--- config.mk ---
export PLATFORM = sky130hd
export DESIGN_NAME = bus_xbar_mn
export DESIGN_NICKNAME = d
export VERILOG_FILES = /design/src/rtl/bus_xbar_mn.sv
export SDC_FILE = /design/constraint.sdc
export NUM_CORES = 1
export LEC_CHECK = 0
export CAP_MARGIN = 20
export CORE_AREA = 5 5 348 350
export DETAILED_ROUTE_END_ITERATION = 6
export DIE_AREA = 0 0 353 355
export GPL_TIMING_DRIVEN = 0
export REMOVE_ABC_BUFFERS = 1
export SYNTH_ARGS = -nofsm -noshare
export SYNTH_HDL_FRONTEND = slang
export SYNTH_SLANG_ARGS = --single-unit
--- constraint.sdc ---
create_clock -name clk_i -period 3.7 [get_ports clk_i]
set_input_delay 0.74 -clock clk_i [delete_from_list [all_inputs] [get_ports clk_i]]
set_output_delay 0.74 -clock clk_i [all_outputs]
set_load 0.1 [all_outputs]
--- src/rtl/bus_xbar_mn.sv ---
// NrHosts x NrDevices crossbar for the req/gnt/rvalid bus.
// Address decode per host, round-robin arbitration per device with owner
// locking until grant, one outstanding transaction per host, decode-error
// responses, and a sticky flag for responses that nobody is waiting for.
module bus_xbar_mn #(
  parameter int NrHosts   = 2,
  parameter int NrDevices = 4,
  parameter int AW        = 32,
  parameter int DW        = 32
) (
  input  logic                    clk_i,
  input  logic                    rst_i,
  input  logic [NrDevices*AW-1:0] cfg_addr_base_i,
  input  logic [NrDevices*AW-1:0] cfg_addr_mask_i,
  input  logic [NrHosts-1:0]      host_req_i,
  input  logic [NrHosts-1:0]      host_we_i,
  input  logic [NrHosts*DW/8-1:0] host_be_i,
  input  logic [NrHosts*AW-1:0]   host_addr_i,
  input  logic [NrHosts*DW-1:0]   host_wdata_i,
  output logic [NrHosts-1:0]      host_gnt_o,
  output logic [NrHosts-1:0]      host_rvalid_o,
  output logic [NrHosts*DW-1:0]   host_rdata_o,
  output logic [NrHosts-1:0]      host_err_o,
  output logic [NrDevices-1:0]    dev_req_o,
  output logic [NrDevices-1:0]    dev_we_o,
  output logic [NrDevices*DW/8-1:0] dev_be_o,
  output logic [NrDevices*AW-1:0] dev_addr_o,
  output logic [NrDevices*DW-1:0] dev_wdata_o,
  input  logic [NrDevices-1:0]    dev_gnt_i,
  input  logic [NrDevices-1:0]    dev_rvalid_i,
  input  logic [NrDevices*DW-1:0] dev_rdata_i,
  input  logic [NrDevices-1:0]    dev_err_i,
  output logic                    protocol_err_o
);

  localparam int          BW   = DW / 8;
  localparam int          HW   = (NrHosts > 1) ? $clog2(NrHosts) : 1;
  localparam int          DevW = (NrDevices > 1) ? $clog2(NrDevices) : 1;
  localparam int unsigned NH   = NrHosts;

  typedef enum logic [1:0] {IDLE, REQ, BUSY} dev_state_e;

  dev_state_e         state_q   [NrDevices];
  dev_state_e         state_d   [NrDevices];
  logic [HW-1:0]      owner_q   [NrDevices];
  logic [HW-1:0]      rr_q      [NrDevices];
  logic [HW-1:0]      arb_owner [NrDevices];
  logic [HW-1:0]      cur_owner [NrDevices];
  logic [NrDevices-1:0] arb_valid, dev_act, dev_hs;
  logic [NrHosts-1:0] pending_q, derr_q, dec_hit, derr_gnt;
  logic [DevW-1:0]    dec_dev   [NrHosts];
  logic               proto_err_q;

  assign protocol_err_o = proto_err_q;

  // Address decode per host; later (higher) device indices override earlier hits.
  always_comb begin
    for (int unsigned h = 0; h < NrHosts; h++) begin
      dec_hit[h] = 1'b0;
      dec_dev[h] = '0;
      for (int unsigned d = 0; d < NrDevices; d++) begin
        if ((host_addr_i[h*AW +: AW] & cfg_addr_mask_i[d*AW +: AW]) == cfg_addr_base_i[d*AW +: AW]) begin
          dec_hit[h] = 1'b1;
          dec_dev[h] = DevW'(d);
        end
      end
      derr_gnt[h] = !rst_i && host_req_i[h] && !pending_q[h] && !dec_hit[h];
    end
  end

  // Per-device round-robin pick, owner selection and next-state logic.
  always_comb begin
    int unsigned idx;
    idx = 0;
    for (int unsigned d = 0; d < NrDevices; d++) begin
      arb_valid[d] = 1'b0;
      arb_owner[d] = '0;
      for (int unsigned i = 0; i < NrHosts; i++) begin
        idx = (32'(rr_q[d]) + i) % NH;
        if (!arb_valid[d] && host_req_i[idx] && !pending_q[idx] && dec_hit[idx] &&
            dec_dev[idx] == DevW'(d)) begin
          arb_valid[d] = 1'b1;
          arb_owner[d] = HW'(idx);
        end
      end
      cur_owner[d] = (state_q[d] == REQ) ? owner_q[d] : arb_owner[d];
      dev_act[d]   = !rst_i && ((state_q[d] == IDLE && arb_valid[d]) || state_q[d] == REQ);
      dev_hs[d]    = dev_act[d] && dev_gnt_i[d];
      state_d[d]   = state_q[d];
      unique case (state_q[d])
        IDLE:    if (arb_valid[d]) state_d[d] = dev_gnt_i[d] ? BUSY : REQ;
        REQ:     if (dev_gnt_i[d]) state_d[d] = BUSY;
        BUSY:    if (dev_rvalid_i[d]) state_d[d] = IDLE;
        default: state_d[d] = IDLE;
      endcase
    end
  end

  // Device-side request fields steered from each device's current owner.
  always_comb begin
    dev_req_o   = dev_act;
    dev_we_o    = '0;
    dev_be_o    = '0;
    dev_addr_o  = '0;
    dev_wdata_o = '0;
    for (int unsigned d = 0; d < NrDevices; d++) begin
      if (dev_act[d]) begin
        dev_we_o[d]             = host_we_i[cur_owner[d]];
        dev_be_o[d*BW +: BW]    = host_be_i[32'(cur_owner[d])*BW +: BW];
        dev_addr_o[d*AW +: AW]  = host_addr_i[32'(cur_owner[d])*AW +: AW];
        dev_wdata_o[d*DW +: DW] = host_wdata_i[32'(cur_owner[d])*DW +: DW];
      end
    end
  end

  // Host-side grant pass-through and response routing (device or decode error).
  always_comb begin
    host_gnt_o    = derr_gnt;
    host_rvalid_o = rst_i ? '0 : derr_q;
    host_err_o    = rst_i ? '0 : derr_q;
    host_rdata_o  = '0;
    for (int unsigned h = 0; h < NrHosts; h++) begin
      for (int unsigned d = 0; d < NrDevices; d++) begin
        if (dev_hs[d] && cur_owner[d] == HW'(h)) host_gnt_o[h] = 1'b1;
        if (!rst_i && state_q[d] == BUSY && dev_rvalid_i[d] && owner_q[d] == HW'(h)) begin
          host_rvalid_o[h] = 1'b1;
          host_err_o[h]    = dev_err_i[d];
          host_rdata_o[h*DW +: DW] = dev_err_i[d] ? '0 : dev_rdata_i[d*DW +: DW];
        end
      end
    end
  end

  // State, ownership, fairness pointers, pending flags and stray-response flag.
  always_ff @(posedge clk_i) begin
    if (rst_i) begin
      pending_q   <= '0;
      derr_q      <= '0;
      proto_err_q <= 1'b0;
      for (int unsigned d = 0; d < NrDevices; d++) begin
        state_q[d] <= IDLE;
        owner_q[d] <= '0;
        rr_q[d]    <= '0;
      end
    end else begin
      pending_q <= (pending_q & ~host_rvalid_o) | host_gnt_o;
      derr_q    <= derr_gnt;
      for (int unsigned d = 0; d < NrDevices; d++) begin
        state_q[d] <= state_d[d];
        if (state_q[d] == IDLE && arb_valid[d]) owner_q[d] <= arb_owner[d];
        if (dev_hs[d]) rr_q[d] <= (cur_owner[d] == HW'(NrHosts - 1)) ? '0 : cur_owner[d] + 1'b1;
        if (dev_rvalid_i[d] && state_q[d] != BUSY) proto_err_q <= 1'b1;
      end
    end
  end

endmodule

# After elaboration in Yosys (flattened, before gate mapping)
# Memory sizes are Yosys's and may differ from the RTL's.
# Index checks and enable logic that the tools add are counted.
# op_classes
addsub	8
muxes	234
shift	12
multipliers	0
div	0
reduce_logical	102
eq_ne	26
magnitude_cmp	20
bitwise_logic	39
# op_table
operator	count
32-bit two-way mux	20
64-bit by 7-bit variable part select with 32-bit output	8
33-bit by 2-bit greater-or-equal comparator with 1-bit output, second input constant	8
1-bit inverter with 33-bit output	8
32-bit AND	8
32-bit == test	8
1-bit two-way mux	157
2-bit two-way mux	49
1-bit logical AND	74
8-bit by 4-bit variable part select with 4-bit output	4
1-bit by 2-bit less-than comparator with 1-bit output, second input constant	12
2-bit one-hot mux with 3 select lines	4
1-bit zero test	17
2-bit == test, second input constant	8
4-bit two-way mux	4
2-bit by 1-bit == test with 1-bit output, second input constant	6
2-bit zero test	6
1-bit OR	12
1-bit adder, second input constant	8
2-bit != test, second input constant	4
1-bit inverter	8
1-bit logical OR	4
4-bit nonzero test	1
2-bit AND	1
other kinds (2)	2
# totals
memories	3
latchBits	0
elab_cells	447
out_inout_bits	351
register_bits	5
mem_bits_ro	0
inputBits	538
mem_bits_rw	16
# mem_list
name	depth	word_bits	read_ports	rd_ports_with_merged_regs	wr	line	rtl
state_q	4	2	4	0	4	43	dev_state_e state_q [NrDevices];
owner_q	4	1	4	0	4	45	logic [HW-1:0] owner_q [NrDevices];
rr_q	4	1	4	0	4	46	logic [HW-1:0] rr_q [NrDevices];

# Depth between registers and ports, before layout
# Gate-level depths: netlist (run 1).
# depth
depth_word	27
mapped_depth	12
depth_no_buf	9

# Worst setup path before layout (run 1)
# No wires, ideal clock.
# synth_path
path_type	input to output
start	in host_addr_i[47]
end	out dev_be_o[12]
path_stages	12
required_time_ns	2.960
path_slack_ns	-1.053
t_arrival_ns	4.013
cell_sequence	buf_6 a21o_1 a211oi_2 nand4_1 nor4_4 nand2_2 o31ai_1 buf_2 buf_6 buf_6 mux2i_1 nor2_1
# synth_via
elab_chain_len	21
word_cells_on_any_way	44
cone_classes	eq/ne (6); shift (1); mux (23); bitwise (4); reduce/logical (10)
# synth_lines
item	line	rtl
from (decl)	18	input logic [NrHosts*AW-1:0] host_addr_i,
branches (longest 20 deep; another with 32-bit AND)	-	
4-bit two-way mux *	107	if (dev_act[d]) begin
to (decl)	26	output logic [NrDevices*DW/8-1:0] dev_be_o,
# Every way passes the cells marked *. The select of a mux whose other input is x is not followed.

# Worst setup path in the final report (run 1)
# layout_path
start	in cfg_addr_mask_i[24]
end	out dev_wdata_o[25]
# layout_via
elab_chain_len	21
word_cells_on_any_way	33
cone_classes	eq/ne (2); shift (1); mux (18); bitwise (2); reduce/logical (10)
# layout_lines
item	line	rtl
from (decl)	14	input logic [NrDevices*AW-1:0] cfg_addr_mask_i,
branches (longest 20 deep; another with 32-bit AND)	-	
32-bit two-way mux *	107	
to (decl)	28	output logic [NrDevices*DW-1:0] dev_wdata_o,
# Marks and branches as above.

==> impl_metrics.env, run 1 <==
export IMPL_crit_path_start_kind="input pin"
export IMPL_min_period_ns=5.02
export IMPL_clock_latency_ns=0.26
export IMPL_num_vias=20500
export IMPL_grt_ovfl_total=0
export IMPL_r2r_cells=11
export IMPL_hpwl_um=96600
export IMPL_drc=0
export IMPL_cp_end_kind="output port"
export IMPL_gp_congestion=0.892
export IMPL_track_usage_pct=17.4
export IMPL_die_w_um=353
export IMPL_wirelength_um=124000
export IMPL_area_growth_syn_to_layout_pct=124
export IMPL_drt_iter0_markers=2075
export IMPL_cts_tree="built"
export IMPL_ctsHoldBuffers=0
export IMPL_worst_slew_margin_rel_pct=42.5
export IMPL_register_area_sq_um=500
export IMPL_hold_class="flip-flop to flip-flop"
export IMPL_crit_arrival_ns=4.28
export IMPL_yosysWarnings=0
export IMPL_r2r_start="pending_q[0]"
export IMPL_grt_antenna_before_repair=66
export IMPL_rows=126
export IMPL_io_pins=889
export IMPL_fin_worst_skew_ns=0.00350
export IMPL_clk_pin_slew_ns=0.06
export IMPL_synthFlopType="dfxtp_1"
export IMPL_report_final_slew_viol_count=0
export IMPL_io_buffers=888
export IMPL_fin_tns_setup_ns=-314.30
export IMPL_powerDensity_mw_per_mm2=80.8
export IMPL_yosysSeqAreaShare_pct=4.00
export IMPL_ir_worst_vdd_mv=0.137
export IMPL_cts_root_buf="clkbuf_16"
export IMPL_via_per_inst=4.58
export IMPL_async_flop_share_pct=0
export IMPL_chipHeight_um=355
export IMPL_avgSynthCellArea_sq_um=6.59
export IMPL_die_area_sq_mm=0.125
export IMPL_drive_gt1_share_pct=32.9
export IMPL_syn_cell_area_sq_mm=0.0125
export IMPL_fmax_mhz=199
export IMPL_status="finished, violations left"
export IMPL_rrSetupSlack_ns=1.31
export IMPL_fin_hold_ws_ns=0.557
export IMPL_core_area_sq_mm=0.117
export IMPL_violations="setup timing"
export IMPL_synth_cells=1899
export IMPL_wl_per_cell_um=27.8
export IMPL_multi_input_area_sq_mm=0.0124
export IMPL_cts_sinks=21
export IMPL_clk_path_buf_depth=2
export IMPL_synth_edf_count=8
export IMPL_yosysUniqueCellTypes=59
export IMPL_grt_max_degree=56
export IMPL_finalSetupViolations=284
export IMPL_layout_nets=3433
export IMPL_drv_cap=0
export IMPL_num_fill_cells=12700
export IMPL_worst_pin_slew_ns=0.857
export IMPL_rr_endpoint="pending_q[1]"
export IMPL_htree_num_levels=1
export IMPL_whs_path_depth=2
export IMPL_ys_ff_latch=21
export IMPL_layout_worst_path_cycle_share_pct=136
export IMPL_start_util_pct=10.6
export IMPL_grt_pass1_wl_um=157000
export IMPL_grt_pass1_vias=19500
export IMPL_hold_end="protocol_err_o"
export IMPL_cp_max_fo=8
export IMPL_cts_buffers=3
export IMPL_rsz0062_at_grt="true"
export IMPL_ant_nets=0
export IMPL_total_leakage_power_nw=12.1
export IMPL_crit_type="input pin to output port"
export IMPL_worst_slack_ns=-1.32
export IMPL_drt_pass1_iter_count=6
export IMPL_hold_viol=0
export IMPL_cp_data_required_time_ns=2.96
export IMPL_min_from="protocol_err_o"
-- what timing repair did --
item / CTS / global route
setup endpoints to repair: 378 / 355
gates cloned: 12 / 14
endpoints found under the hold margin: 0 / 0
setup buffers: 106 / 117
gates resized for setup: 2627 / 1015
pin swaps: 107 / 152
-- worst max path at each step --
| stage | to | start |
|---|---|---|
| final | dev_wdata_o[25] | cfg_addr_mask_i[24] |
| after global routing | dev_wdata_o[56] | host_addr_i[34] |
| after CTS | dev_addr_o[52] | host_addr_i[34] |
| after detailed placement | dev_wdata_o[1] | host_addr_i[52] |
| after global placement | dev_wdata_o[110] | host_addr_i[34] |
| after floorplan | dev_addr_o[100] | host_addr_i[48] |
-- metrics by stage --
stage / setup WS, ns / util, % / cells / power, W / cell area (sq um)
2_1_floorplan: -8.14 / - / 1718 / 0.000737 / 11600
3_3_place_gp: -17.80 / 19.1 / 4142 / 0.00188 / 22400
3_5_place_dp: -4.26 / 20.0 / 4193 / 0.00193 / 23500
4_1_cts: -1.38 / 21.9 / 4315 / 0.00219 / 25700
5_1_grt: -1.47 / 23.9 / 4459 / 0.00239 / 28000
6_report: -1.32 / 23.9 / 4473 / 0.00227 / 28100
-- synthesized netlist by cell type (5+ instances only) --
| master | number | area, sq um |
|---|---|---|
| or3_1 | 6 | 37.5 |
| nor4_1 | 21 | 131 |
| o211ai_1 | 68 | 510 |
| mux2i_1 | 276 | 2760 |
| nand3_1 | 51 | 255 |
| o21ai_0 | 69 | 345 |
| and3_1 | 96 | 601 |
| a32oi_1 | 41 | 359 |
| nand2_1 | 182 | 683 |
| nor2_1 | 300 | 1130 |
| xnor2_1 | 64 | 561 |
| inv_1 | 16 | 60.1 |
| nand2b_1 | 6 | 37.5 |
| nor3b_1 | 5 | 37.5 |
| a21oi_1 | 99 | 495 |
| o22a_1 | 48 | 420 |
| a21o_1 | 50 | 375 |
| edfxtp_1 | 8 | 240 |
| dfxtp_1 | 13 | 260 |
| buf_1 | 9 | 33.8 |
| a211oi_1 | 47 | 353 |
| buf_2 | 64 | 320 |
| nand4_1 | 29 | 181 |
| a22oi_1 | 25 | 188 |
| a21boi_0 | 48 | 360 |
| buf_4 | 29 | 218 |
| nor2b_1 | 49 | 307 |
| clkbuf_1 | 76 | 285 |
| and3b_1 | 48 | 420 |
-- power by group --
| group | internal [W] | switching, W | total (W) |
|---|---|---|---|
| Combinational | 0.000831 | 0.000947 | 0.00178 |
| Clock | 0.000145 | 0.0000891 | 0.000234 |
| Sequential | 0.000247 | 0.00000720 | 0.000255 |
-- kinds of logic (layout without fill, tap and decap cells) --
logic type      after synthesis  count (layout)  share of synthesized area [%]
simple gates                820             823                           32.8
compound gates              520             520                           29.0
buf+inv                     198            1190                           7.63
xor+xnor                     64              64                           4.48
flops                        21              21                           4.00
mux                         276             276                           22.1
other cells                   0              43                              0
-- worst max-delay path, stage by stage --
cell	delay, ns
clkdlybuf4s50_1	0.47
nand2_1	0.07
xnor2_1	0.32
nor4_1	0.35
nand4_1	0.35
nor2_4	0.28
nand3b_1	0.19
a32oi_4	0.24
clkbuf_16	0.20
buf_16	0.14
buf_16	0.12
buf_12	0.11
buf_16	0.14
mux2i_2	0.22
nor2_1	0.08
buf_6	0.20
-- routing by layer --
layer  track usage (%)  vias to the layer above  part of all wire [%]
met5                 0                        -                  0.12
met4              7.63                       24                   5.7
met1              23.1                     9701                    43
met3              3.88                      339                   8.5
met2              27.1                     1367                    43
li1                  -                     9064                     -
-- cells in the final DEF (no fill, tap or decap), types with 68 or more instances in the layout --
cell             netlist  final
buf_6                  3    339
clkdlybuf4s50_1        0    309
nor2_1               300    265
mux2i_1              276    243
nand2_1              182    170
buf_4                 29    123
a21oi_1               99     93
and3_1                96     93
dlygate4sd2_1          0     93
buf_12                 0     92
o211ai_1              68     68
-- registers in the layout, indices dropped and copies added (netlist names) --
register        cells
owner_q             4
derr_q              2
protocol_err_o      1
pending_q           2
rr_q                4
state_q             8
-- final cells by class --
cell class | instances | share of cell area, %
Sequential cell | 21 | 1.78
Multi-Input combinational cell | 1683 | 44.1
Inverter | 17 | 0.326
Timing Repair Buffer | 1169 | 46.3
Clock buffer | 3 | 0.268
Clock inverter | 1 | 0.0178
Tap cell | 1536 | 6.85
Antenna cell | 43 | 0.384
Power figures use the tool's default switching activity.
==> inputs of run 2 (changes only) <==
--- a/config.mk
+++ b/config.mk
@@ -5,11 +5,14 @@
 export SDC_FILE = /design/constraint.sdc
 export NUM_CORES = 1
 export LEC_CHECK = 0
+export ABC_AREA = 1
 export CAP_MARGIN = 20
-export CORE_AREA = 5 5 348 350
+export CORE_AREA = 5 5 347 349
+export CTS_BUF_LIST = sky130_fd_sc_hd__clkbuf_4
 export DETAILED_ROUTE_END_ITERATION = 6
-export DIE_AREA = 0 0 353 355
+export DIE_AREA = 0 0 352 354
 export GPL_TIMING_DRIVEN = 0
+export RECOVER_POWER = 100
 export REMOVE_ABC_BUFFERS = 1
 export SYNTH_ARGS = -nofsm -noshare
 export SYNTH_HDL_FRONTEND = slang
==> impl_metrics.env, run 2 <==
export IMPL_status="finished, violations left"
export IMPL_violations="DRC, setup timing"
export IMPL_fin_area_sq_mm=0.0293
export IMPL_layout_worst_path_cycle_share_pct=118
export IMPL_avgSynthCellArea_sq_um=4.57
export IMPL_io_buffers=888
export IMPL_ant_nets=0
export IMPL_die_area_sq_mm=0.125
export IMPL_clk_path_buf_depth=2
export IMPL_min_period_ns=4.37
export IMPL_clock_latency_ns=0.34
export IMPL_cts_tree="built"
export IMPL_drt_pass1_iter_count=7
export IMPL_via_per_inst=4.73
export IMPL_hold_viol=0
export IMPL_grt_ovfl_total=0
export IMPL_drt_iter0_markers=2824
export IMPL_rsz0062_at_grt="true"
export IMPL_cts_root_buf="clkbuf_4"
export IMPL_track_usage_pct=22.2
export IMPL_drv_cap=0
export IMPL_wirelength_um=159000
export IMPL_place_inst=5305
export IMPL_worst_pin_slew_ns=1.36
export IMPL_worst_slew_margin_rel_pct=9.80
export IMPL_yosysUniqueCellTypes=44
export IMPL_wl_per_cell_um=29.0
export IMPL_total_leakage_power_nw=14.8
export IMPL_gp_congestion=0.896
export IMPL_area_growth_syn_to_layout_pct=109
export IMPL_drc=4
export IMPL_fin_worst_skew_ns=0.0152
export IMPL_worst_slack_ns=-0.665
export IMPL_synth_edf_count=8
export IMPL_die_w_um=352
export IMPL_drive_gt1_share_pct=25.4
export IMPL_synthTopCellsByArea="nand2_1, nor2_1, nand3_1"
export IMPL_powerDensity_mw_per_mm2=133
export IMPL_cp_max_fo=15
export IMPL_grt_antenna_before_repair=100
export IMPL_rows=126
export IMPL_syn_cell_area_sq_mm=0.0140
export IMPL_layout_nets=4462
export IMPL_synth_cells=3071
export IMPL_synth_area_leader_cell="nand2_1"
export IMPL_finalSetupViolations=353
export IMPL_cp_data_required_time_ns=2.96
export IMPL_hold_class="flip-flop to flip-flop"
export IMPL_crit_arrival_ns=3.63
export IMPL_ir_worst_vdd_mv=0.121
export IMPL_crit_path_start_kind="input pin"
export IMPL_start_util_pct=12.0
export IMPL_yosysWarnings=0
export IMPL_crit_start="cfg_addr_base_i[124]"
export IMPL_layout_commonest_cell="nand2_1"
export IMPL_clk_pin_slew_ns=0.13
export IMPL_fmax_mhz=229
export IMPL_layout_common_cells="nand2_1, nor2_1, nand3_1"
export IMPL_chipHeight_um=354
export IMPL_grt_pass1_vias=23400
export IMPL_grt_pass1_wl_um=195000
export IMPL_cts_sinks=21
export IMPL_synth_common_cells="nand2_1, nor2_1, nand3_1"
export IMPL_yosysSeqAreaShare_pct=3.57
export IMPL_r2r_start="pending_q[1]"
export IMPL_fin_util_pct=25.0
export IMPL_num_vias=26100
export IMPL_synthFlopType="dfxtp_1"
export IMPL_min_from="protocol_err_o"
export IMPL_placed_area_sq_mm=0.0243
export IMPL_synthMostInstantiatedCell="nand2_1"
export IMPL_ys_ff_latch=21
export IMPL_hpwl_um=107000
export IMPL_report_final_slew_viol_count=0
export IMPL_largest_registers="state_q (8), owner_q (4), rr_q (4)"
export IMPL_regMostFlops="state_q"
export IMPL_cts_buffers=3
export IMPL_htree_num_levels=1
export IMPL_io_pins=889
export IMPL_yosys_area_top_type_share_pct=24.2
export IMPL_crit_type="input pin to output port"
export IMPL_cp_end_kind="output port"
export IMPL_async_flop_share_pct=0
export IMPL_grt_max_degree=62
export IMPL_final_cells=5504
export IMPL_core_area_sq_mm=0.117
export IMPL_largest_reg_flops=8
run 2: logic make-up after synthesis:
logic type             count (synthesis)  share of synthesized area, %
XOR/XNOR                              48                          3.00
AO/OA/AOI/OAI                        499                          18.9
flip-flops                            21                          3.57
AND/OR/NAND/NOR                     2072                          60.4
buffers and inverters                431                          14.2
run 2: layout make-up:
cell class,instances,area (sq um)
antenna,45,113
clock buffer,3,22.5
clock inverter,1,5.00
fill,13100,87900
inverter,218,1010
multi-input combinational,2621,13400
sequential,21,500
tap,1536,1920
timing repair buffer,1036,11800
timing repair inverter,23,493
run 2: per-layer routing:
layer	vias to the layer above	GRT usage, %	part of all wire [%]
li1	11600	-	-
met1	11900	28.3	40
met2	1945	34.6	43
met3	529	6.90	11
met4	48	9.95	6.4
met5	-	0	0.20
run 2: final timing paths:
check                          end  slack, ns  depth (start not counted)
setup reg to reg        owner_q[0]       0.62                         18
setup / recovery  dev_wdata_o[126]      -0.67                         18
hold reg to reg     protocol_err_o       0.52                          2
hold / removal      protocol_err_o       0.52                          2
run 2: timing repair:
action,CTS,global route
hold buffers,0,0
setup buffers,62,28
cloned,38,25
pin swaps,86,212
resized for setup,2638,1039
endpoints found under the setup margin,372,353
run 2: worst max-delay path: stages:
cell and delay [ns]:
dlygate4sd2_1 0.26, nand3_1 0.11, nand2_2 0.11, nand3_4 0.13
nor2_2 0.10, nand2_1 0.09, nor2_4 0.23, clkbuf_4 0.19
nand3_1 0.13, inv_2 0.10, o21ai_2 0.08, o21bai_4 0.19
buf_12 0.21, inv_12 0.10, bufbuf_16 0.33, o21ai_0 0.20
nor2_1 0.08, buf_6 0.19
run 2: power by group:
| group | leakage [nW] | switching, W | internal [W] |
|---|---|---|---|
| Combinational | 14.6 | 0.00233 | 0.00117 |
| Sequential | 0.188 | 0.0000128 | 0.000252 |
| Clock | 0.0180 | 0.0000866 | 0.0000407 |
run 2: per-stage QoR:
| step | setup TNS, ns | setup slack, ns | power [W] | hold slack (ns) |
|---|---|---|---|---|
| after floorplan | -624.17 | -2.89 | 0.00159 | 0.486 |
| after global placement | -2218.77 | -12.77 | 0.00306 | 0.467 |
| after detailed placement | -1160.99 | -4.10 | 0.00311 | 0.494 |
| after CTS | -285.96 | -0.959 | 0.00358 | 0.526 |
| after global routing | -232.25 | -0.771 | 0.00407 | 0.540 |
| final | -182.86 | -0.665 | 0.00390 | 0.524 |
